--- src/rtl/hilo_pkg.sv ---
`default_nettype none
// ============================================================================
// Module   : hilo_pkg
// Brief    : Shared encodings for the HI/LO multiply/divide scheduler:
//            md_op function codes, FSM state type, default operand width.
// Revision : 1.0 - initial release
// ============================================================================
package hilo_pkg;

  localparam int HILO_WIDTH = 32;

  // md_op is the instruction func[1:0] field
  localparam logic [1:0] MD_MULT  = 2'b00;
  localparam logic [1:0] MD_MULTU = 2'b01;
  localparam logic [1:0] MD_DIV   = 2'b10;
  localparam logic [1:0] MD_DIVU  = 2'b11;

  typedef enum logic [1:0] {
    IDLE = 2'd0,
    CALC = 2'd1,
    FIX  = 2'd2
  } state_t;

  function automatic logic op_is_div(input logic [1:0] op);
    return (op == MD_DIV) || (op == MD_DIVU);
  endfunction

  function automatic logic op_is_signed(input logic [1:0] op);
    return (op == MD_MULT) || (op == MD_DIV);
  endfunction

endpackage
`default_nettype wire

--- src/rtl/muldiv_iter_core.sv ---
`default_nettype none
// ============================================================================
// Module   : muldiv_iter_core
// Brief    : Unsigned iterative datapath. One shift-add multiply step or one
//            restoring subtract-shift divide step per 'step' strobe on a
//            2*WIDTH accumulator. After WIDTH steps acc_hi/acc_lo hold the
//            product (upper/lower) or remainder/quotient.
// Revision : 1.0 - initial release
// ============================================================================
module muldiv_iter_core #(
  parameter int WIDTH = 32
) (
  input  logic             clock,
  input  logic             reset,
  input  logic             load,
  input  logic             step,
  input  logic             is_div,
  input  logic [WIDTH-1:0] op_a,
  input  logic [WIDTH-1:0] op_b,
  output logic [WIDTH-1:0] acc_hi,
  output logic [WIDTH-1:0] acc_lo
);

  // acc = {partial product / remainder, multiplier / quotient bits}
  logic [2*WIDTH-1:0] acc;
  logic [2*WIDTH-1:0] acc_next;
  // multiplicand or divisor, held for the whole operation
  logic [WIDTH-1:0]   operand;
  logic [WIDTH:0]     add_sum;
  logic [WIDTH:0]     rem_shift;
  logic [WIDTH:0]     trial;

  // One iteration: shift-add for multiply, trial-subtract for divide
  always_comb begin
    add_sum   = {1'b0, acc[2*WIDTH-1:WIDTH]} + (acc[0] ? {1'b0, operand} : '0);
    rem_shift = acc[2*WIDTH-1:WIDTH-1];
    trial     = rem_shift - {1'b0, operand};
    acc_next  = {add_sum, acc[WIDTH-1:1]};
    if (is_div) begin
      // borrow out (trial MSB) means the divisor did not fit: keep remainder
      if (!trial[WIDTH]) begin
        acc_next = {trial[WIDTH-1:0], acc[WIDTH-2:0], 1'b1};
      end else begin
        acc_next = {rem_shift[WIDTH-1:0], acc[WIDTH-2:0], 1'b0};
      end
    end
  end

  // Accumulator and operand registers
  always_ff @(posedge clock) begin
    if (reset) begin
      acc     <= '0;
      operand <= '0;
    end else if (load) begin
      acc     <= {{WIDTH{1'b0}}, op_a};
      operand <= op_b;
    end else if (step) begin
      acc     <= acc_next;
    end
  end

  assign acc_hi = acc[2*WIDTH-1:WIDTH];
  assign acc_lo = acc[WIDTH-1:0];

endmodule
`default_nettype wire

--- src/rtl/hilo_muldiv_ctrl.sv ---
`default_nettype none
// ============================================================================
// Module   : hilo_muldiv_ctrl
// Brief    : HI/LO multiply/divide scheduler. Accepts mult/div and mt/mf
//            requests, runs the iterative core for WIDTH steps, applies sign
//            correction and owns HI/LO. Stalls requesters while busy.
// Revision : 1.0 - initial release
// ============================================================================
module hilo_muldiv_ctrl
  import hilo_pkg::*;
#(
  parameter int WIDTH = HILO_WIDTH
) (
  input  logic             clock,
  input  logic             reset,
  input  logic             md_start,
  input  logic [1:0]       md_op,
  input  logic             mthi,
  input  logic             mtlo,
  input  logic             mfhi,
  input  logic             mflo,
  input  logic             flush,
  input  logic [WIDTH-1:0] rs_data,
  input  logic [WIDTH-1:0] rt_data,
  output logic [WIDTH-1:0] hi,
  output logic [WIDTH-1:0] lo,
  output logic [WIDTH-1:0] mf_data,
  output logic             busy,
  output logic             stall,
  output logic             div_zero
);

  localparam int              CNT_W     = $clog2(WIDTH);
  localparam logic [CNT_W-1:0] LAST_STEP = CNT_W'(WIDTH - 1);

  state_t             state;
  state_t             next_state;
  logic [CNT_W-1:0]   count;
  logic               op_div;
  logic               neg_res;   // product / quotient must be negated
  logic               rs_neg;    // remainder takes the dividend sign
  logic               core_load;
  logic               core_step;
  logic               start_signed;
  logic               start_div;
  logic               start_div_zero;
  logic [WIDTH-1:0]   rs_mag;
  logic [WIDTH-1:0]   rt_mag;
  logic [WIDTH-1:0]   core_hi;
  logic [WIDTH-1:0]   core_lo;
  logic [2*WIDTH-1:0] mag_prod;
  logic [2*WIDTH-1:0] fixed_prod;

  assign start_signed   = op_is_signed(md_op);
  assign start_div      = op_is_div(md_op);
  assign start_div_zero = start_div && (rt_data == '0);
  // the core works on magnitudes; signs are re-applied in FIX
  assign rs_mag = (start_signed && rs_data[WIDTH-1]) ? -rs_data : rs_data;
  assign rt_mag = (start_signed && rt_data[WIDTH-1]) ? -rt_data : rt_data;

  assign mag_prod   = {core_hi, core_lo};
  assign fixed_prod = neg_res ? -mag_prod : mag_prod;

  muldiv_iter_core #(
    .WIDTH (WIDTH)
  ) u_core (
    .clock  (clock),
    .reset  (reset),
    .load   (core_load),
    .step   (core_step),
    .is_div (op_div),
    .op_a   (rs_mag),
    .op_b   (rt_mag),
    .acc_hi (core_hi),
    .acc_lo (core_lo)
  );

  // Next-state and core strobes
  always_comb begin
    next_state = state;
    core_load  = 1'b0;
    core_step  = 1'b0;
    case (state)
      IDLE: begin
        // divide by zero completes immediately without entering CALC
        if (md_start && !flush && !start_div_zero) begin
          next_state = CALC;
          core_load  = 1'b1;
        end
      end
      CALC: begin
        if (flush) begin
          next_state = IDLE;
        end else begin
          core_step = 1'b1;
          if (count == LAST_STEP) begin
            next_state = FIX;
          end
        end
      end
      FIX:     next_state = IDLE;
      default: next_state = IDLE;
    endcase
  end

  // State, step counter, operation flags and HI/LO ownership
  always_ff @(posedge clock) begin
    if (reset) begin
      state    <= IDLE;
      count    <= '0;
      op_div   <= 1'b0;
      neg_res  <= 1'b0;
      rs_neg   <= 1'b0;
      hi       <= '0;
      lo       <= '0;
      div_zero <= 1'b0;
    end else begin
      state    <= next_state;
      div_zero <= 1'b0;
      case (state)
        IDLE: begin
          if (md_start) begin
            // a start with flush is dropped; mt* requests lose to md_start
            if (!flush) begin
              if (start_div_zero) begin
                lo       <= '1;
                hi       <= rs_data;
                div_zero <= 1'b1;
              end else begin
                count   <= '0;
                op_div  <= start_div;
                neg_res <= start_signed && (rs_data[WIDTH-1] ^ rt_data[WIDTH-1]);
                rs_neg  <= start_signed && rs_data[WIDTH-1];
              end
            end
          end else begin
            if (mthi) hi <= rs_data;
            if (mtlo) lo <= rs_data;
          end
        end
        CALC: begin
          if (!flush) count <= count + 1'b1;
        end
        FIX: begin
          if (!flush) begin
            if (op_div) begin
              lo <= neg_res ? -core_lo : core_lo;
              hi <= rs_neg  ? -core_hi : core_hi;
            end else begin
              hi <= fixed_prod[2*WIDTH-1:WIDTH];
              lo <= fixed_prod[WIDTH-1:0];
            end
          end
        end
        default: ;
      endcase
    end
  end

  assign busy    = (state != IDLE);
  assign stall   = busy && (md_start || mthi || mtlo || mfhi || mflo);
  assign mf_data = mfhi ? hi : (mflo ? lo : '0);

endmodule
`default_nettype wire
--- config.mk ---
export PLATFORM = sky130hd
export DESIGN_NAME = hilo_muldiv_ctrl
export DESIGN_NICKNAME = d
export VERILOG_FILES = /design/src/rtl/hilo_pkg.sv /design/src/rtl/muldiv_iter_core.sv /design/src/rtl/hilo_muldiv_ctrl.sv
export SDC_FILE = /design/constraint.sdc
export NUM_CORES = 1
export LEC_CHECK = 0
export ABC_AREA = 0
export BUFFER_PORTS_ARGS = -buffer_cell sky130_fd_sc_hd__buf_2
export CAP_MARGIN = 5
export CORE_MARGIN = 2
export CORE_UTILIZATION = 40
export DETAILED_ROUTE_END_ITERATION = 10
export HOLD_SLACK_MARGIN = 0.12
export PLACE_DENSITY_LB_ADDON = 0.2
export SYNTH_ARGS = -nofsm -noshare
export SYNTH_HDL_FRONTEND = slang
export SYNTH_SLANG_ARGS = --single-unit
--- constraint.sdc ---
create_clock -name clock -period 3.3 [get_ports clock]
set_clock_uncertainty 0.2 [all_clocks]
set_input_delay 0.495 -clock clock [delete_from_list [all_inputs] [get_ports clock]]
set_output_delay 0.495 -clock clock [all_outputs]
set_load 0.02 [all_outputs]
# [Word-level counts from Yosys, hierarchy flattened]
# Cells that the tools add are included.
[classes] n_addsub=8 eq_ne=16 muxes=40 bitwise=5 reduce_logical=29
[ops] cell="2-to-1 mux 32 bit" count=21
[ops] cell="2-to-1 mux 64 bit" count=3
[ops] cell="negator 32 bit" count=4
[ops] cell="case mux 32 bit (2 select lines)" count=2
[ops] cell="negator 64 bit" count=1
[ops] cell="adder 32 x 32 -> 33 bit" count=1
[ops] cell="subtractor 33 x 32 -> 33 bit" count=1
[ops] cell="zero test 32 bit" count=1
[ops] cell="2-to-1 mux 5 bit" count=4
[ops] cell="inequality test 3 bit (second input constant)" count=5
[ops] cell="AND reduction 5 bit" count=3
[ops] cell="inequality test 2 bit (second input constant)" count=6
[ops] cell="case mux 5 bit (2 select lines)" count=1
[ops] cell="nonzero test 2 bit" count=4
[ops] cell="logical AND 1 bit" count=7
[ops] cell="== test 2 bit (second input constant)" count=3
[ops] cell="logical OR 1 bit" count=6
[ops] cell="2-to-1 mux 2 bit" count=3
[ops] cell="adder 5 x 1 -> 5 bit (second input constant)" count=1
[ops] cell="== test 5 bit (second input constant)" count=1
[ops] cell="2-to-1 mux 1 bit" count=5
[ops] cell="zero test 2 bit" count=2
[ops] cell="NOT 1 bit" count=4
[ops] cell="case mux 2 bit (2 select lines)" count=1
[ops] cell="7 further kinds" count=8
[totals] regBits=171 inputBits=74 out_inout_bits=99 wordCells=109

# [Logic depth before layout (Yosys ltp)]
[depth] word_depth=8 mapped_depth=14 ltp_nobuf=12

# [By module]
# A second synthesis with hierarchy kept.
[hier_totals] cells_unflattened=2073 area_unflattened_um2=15175.8
[by_module_without_submodules] mod="muldiv_iter_core" instances=1 cells_each=1068 area_per_inst_um2=8277.9 seq_area_each_um2=1921.8
[by_module_without_submodules] mod="hilo_muldiv_ctrl" instances=1 cells_each=1005 area_per_inst_um2=6897.9 seq_area_each_um2=1501.4

# [Worst setup path after synthesis]
# Ideal clock, no wire load.
[synth_timing] path_type="reg-to-reg" from="register u_core.acc[0]" to="register u_core.acc[52]" setup_ps=119 arrival_time_ps=3142 t_required_ps=2981 slack_ps=-160 stages_incl_launch_ff=14 n_path_buf=1 synth_period_minus_slack_ps=3460 path_cell_list="dfxtp_1 > inv_1 > clkbuf_1 > nor2_1 > ha_1 > a211oi_1 > o31ai_1 > o2111a_1 > o311ai_0 > nand2_1 > a21boi_0 > o21ai_0 > xor2_1 > o221a_2"
[synth_between] elab_chain_cells=3
[synth_lines] element="start: declaration" line_no="muldiv_iter_core.sv:25" text="logic [2*WIDTH-1:0] acc;"
[synth_lines] element="start signal: assignment" line_no="muldiv_iter_core.sv:55" text="acc <= {{WIDTH{1'b0}}, op_a};"
[synth_lines] element="start signal: assignment" line_no="muldiv_iter_core.sv:58" text="acc <= acc_next;"
[synth_lines] element="2-to-1 mux 32 bit" line_no="muldiv_iter_core.sv:35" text="add_sum = {1'b0, acc[2*WIDTH-1:WIDTH]} + (acc[0] ? {1'b0, operand} : '0);"
[synth_lines] element="adder 32 x 32 -> 33 bit" line_no="muldiv_iter_core.sv:35"
[synth_lines] element="2-to-1 mux 64 bit" line_no="muldiv_iter_core.sv:39" text="if (is_div) begin"
# No other way between the ends.
# A chain may end at the register's enable or synchronous reset.

# [Final worst setup path]
[layout_timing] from="register u_core.acc[6]" to="register hi[1]"
[layout_between] elab_chain_cells=5
[layout_lines] element="negator 64 bit" line_no="hilo_muldiv_ctrl.sv:62" text="assign fixed_prod = neg_res ? -mag_prod : mag_prod;"
[layout_lines] element="2-to-1 mux 64 bit" line_no="hilo_muldiv_ctrl.sv:62"
[layout_lines] element="2-to-1 mux 32 bit" line_no="hilo_muldiv_ctrl.sv:146" text="if (op_div) begin"
[layout_lines] element="2-to-1 mux 32 bit" line_no="hilo_muldiv_ctrl.sv:145" text="if (!flush) begin"
[layout_lines] element="case mux 32 bit (2 select lines)" line_no="hilo_muldiv_ctrl.sv:120" text="case (state)"
[layout_lines] element="end signal: assignment" line_no="hilo_muldiv_ctrl.sv:127" text="hi <= rs_data;"
[layout_lines] element="end signal: assignment" line_no="hilo_muldiv_ctrl.sv:148" text="hi <= rs_neg ? -core_hi : core_hi;"
[layout_lines] element="end signal: assignment" line_no="hilo_muldiv_ctrl.sv:150" text="hi <= fixed_prod[2*WIDTH-1:WIDTH];"
[layout_lines] element="end: declaration" line_no="hilo_muldiv_ctrl.sv:25" text="output logic [WIDTH-1:0] hi,"
# No other way between the ends. The select of a mux whose other input is x is not followed.

==> results.py <==
metrics = {
    "status": {
        "status": "complete, no violations",
    },
    "final_layout": {
        "stdcell_count": 2861,
        "utilization": 0.524,
        "num-fill-cells": 3603,
        "diodes": 0,
        "drive_above_1_share": 0.258,
        "syn2layout_area_growth_pct": 29.1,
        "final_nets": 2526,
    },
    "global_route": {
        "grtUsageTotal": 0.316,
        "first_global_vias": 16100,
        "overflow": 0,
        "antenna_found_initial": 1,
        "grt_max_degree": 66,
        "grt_first_pass_wirelength_um": 94300,
    },
    "timing": {
        "rsz0062_at_grt": "yes",
        "maxSlewHeadroom": 0.400,
        "hold_violations": 0,
        "period_share": 0.985,
        "layout_min_cycle_time_ns": 3.25,
        "slew_viol_final": 0,
        "tightest_slew_ns": 0.900,
        "clock.fmax_mhz": 308,
        "final-setup-viol-count": 0,
    },
    "floorplan": {
        "fp-row-count": 70,
        "die_area_um2": 38600,
        "ioPinCount": 173,
        "core_area_um2": 36500,
        "fp.dieW_um": 196,
        "die_h_um": 196,
        "initial_utilization": 0.406,
    },
    "detailed_routing": {
        "ant_nets": 0,
        "wl_met3_um": 3510,
        "m1WireLength_um": 25500,
        "via_count": 17000,
        "highest-signal-layer": "met4",
        "met2_wirelength_um": 30600,
        "drt-total-wl_um": 62100,
        "drt_iter0_markers": 1366,
        "first_pass_iters": 6,
        "wl_per_cell_um": 21.7,
        "vias_per_cell": 5.93,
        "drc": 0,
    },
    "synth": {
        "synth-main-ff-cell": "dfxtp_1",
        "synth_top_family_by_area": "compound AO/OA/AOI/OAI gates",
        "synth_edf_count": 0,
        "ys_ff_latch": 171,
        "synth-xor-area-share": 0.101,
        "ys_seq_area_frac": 0.231,
        "synth_compound_area_frac": 0.293,
        "synthMuxAreaShare": 0.0323,
        "synth_async_sr_flop_share": 0,
        "ys_warn_count": 0,
        "synthesis.nets": 2207,
        "syn-instance-count": 2061,
        "yosysUniqueCellTypes": 78,
        "syn_area_um2": 14800,
        "synthSimpleGateAreaFrac": 0.226,
        "avgSynthCellArea_um2": 7.19,
        "synthAdderAreaFrac": 0.0618,
    },
    "clock_network": {
        "htreeDepth": 4,
        "cts_tree": "built",
        "cts.clk_slew.worst_paths_ns": 0.07,
        "clk_path_buf_depth": 2,
        "clockRootBuffer": "clkbuf_16",
        "clkSinkCount": 171,
        "clock_latency_ns": 0.47,
        "cts_buffers": 17,
    },
    "critical_path": {
        "worstPathArrival_ns": 3.45,
        "criticalPathCategory": "reg -> reg",
        "setup.worst_path.end_class": "register",
        "cp_data_required_time_ns": 3.49,
        "start_kind": "register",
        "critical_path_peak_fanout": 3,
    },
    "pwr": {
        "p_total_mw": 6.83,
        "p_leak_nw": 8.03,
        "p_per_area_nw_per_um2": 357,
        "ir_drop_mv": 0.368,
    },
    "job": {
        "cap_viol_max_count": 0,
    },
    "place": {
        "gp_congestion": 0.979,
        "placed_cells": 2814,
        "port-buffer-count": 172,
        "dp_hpwl_um": 48600,
    },
    "min_path": {
        "hold_class": "in -> reg",
    },
}
## final timing paths
kind	from	slack, ns	to	cells past startpoint
worst max-delay path	u_core.acc[6]$_SDFFE_PP0P_	0.05	hi[1]$_SDFFE_PP0P_	11
worst min register to register	u_core.operand[31]$_SDFFE_PP0P_	0.25	u_core.operand[31]$_SDFFE_PP0P_	2
worst min-delay path	rs_data[25]	0.14	hi[25]$_SDFFE_PP0P_	3
worst max register to register	u_core.acc[6]$_SDFFE_PP0P_	0.05	hi[1]$_SDFFE_PP0P_	11
## cell families (layout without fill, tap and decap cells)
logic type,Yosys count,count (layout)
and+or+nand+nor,734,734
AOI/OAI and AO/OA,663,663
buffers and inverters,203,535
xor gates and xnor gates,171,171
DFF,171,171
adders and majority gates,72,72
muxes,47,47
## synthesized netlist by cell type, types with 22 or more instances
library cell  number  share of area
a211oi_1         104          0.053
a21o_1            22          0.011
a21oi_1          188          0.063
a311oi_1          29          0.017
clkbuf_1         112          0.028
dfxtp_1          171           0.23
ha_1              70          0.059
inv_1             60          0.015
mux2i_1           40          0.027
nand2_1          243          0.062
nand2b_1          23         0.0097
nand3_1           29         0.0098
nor2_1           259          0.066
nor3_1            51          0.017
o21ai_0          142          0.048
xnor2_1           82          0.048
xor2_1            89          0.053
## cells in the final DEF, fill, tap and decap left out, types with 18 or more instances in the layout
cell / instances
nor2_1: 255
buf_4: 255
nand2_1: 238
a21oi_1: 176
buf_2: 171
dfxtp_1: 160
o21ai_0: 133
a211oi_1: 99
xor2_1: 89
xnor2_1: 82
inv_1: 56
ha_1: 51
nor3_1: 50
mux2i_1: 39
nand3_1: 28
a311oi_1: 26
a21o_1: 22
nand2b_1: 21
or3_1: 19
o41ai_1: 18
clkbuf_16: 18
## worst max-delay path: stages (launching register included)
cell	delay (ns)
dfxtp_1	0.33
nor4_4	0.39
nor4b_4	0.34
nand3_1	0.23
buf_4	0.20
o41ai_1	0.43
xnor2_1	0.18
a211oi_1	0.10
buf_4	0.18
a211oi_1	0.43
a21oi_1	0.08
nor2_1	0.10
## sequential cells by signal (all words and copies together) (netlist names)
register	count
count	5
div_zero	1
hi	32
lo	32
neg_res	1
op_div	1
rs_neg	1
state	2
u_core.acc	64
u_core.operand	32
## layout make-up
cell class / count / area (µm²) / area share
Multi-Input combinational cell: 1687 / 11200 / 0.584
Sequential cell: 171 / 3440 / 0.180
Clock inverter: 15 / 190 / 0.00994
Timing Repair Buffer: 443 / 3090 / 0.161
Clock buffer: 17 / 425 / 0.0222
Tap cell: 468 / 586 / 0.0306
Inverter: 60 / 228 / 0.0119
## per-stage QoR
step	setup TNS (ns)	hold slack (ns)	cell area [µm²]	worst slack, ns
after floorplan	0	0.232	14800	0.000481
after global placement	-4.06	0.244	17800	-0.234
after detailed placement	-5.26	0.248	17800	-0.259
after CTS	-0.0202	0.125	18600	-0.0202
after global routing	-0.100	0.143	19100	-0.0299
final	0	0.141	19100	0.0487
## where the power goes
part	leakage [nW]	switching [mW]	total [mW]	internal, mW
registers	1.41	0.117	2.30	2.18
logic	6.33	1.40	2.38	0.980
clock network	0.295	1.11	2.14	1.04
total	8.03	2.63	6.83	4.20
## per-layer routing
metal / track usage / vias to the layer above
li1: - / 8112
met1: 0.390 / 8104
met2: 0.554 / 626
met3: 0.0399 / 112
met4: 0.131 / 0
met5: 0 / -
## timing repair
item / in CTS / in global routing
hold buffers: 1 / 0
gates cloned: 1 / 1
endpoints found under the setup margin: 31 / 38
pin swaps: 4 / 42
gates resized for setup: 30 / 100
buffers inserted: 4 / 9
endpoints found under the hold margin: 1 / 0
Power figures use the tool's default switching activity.
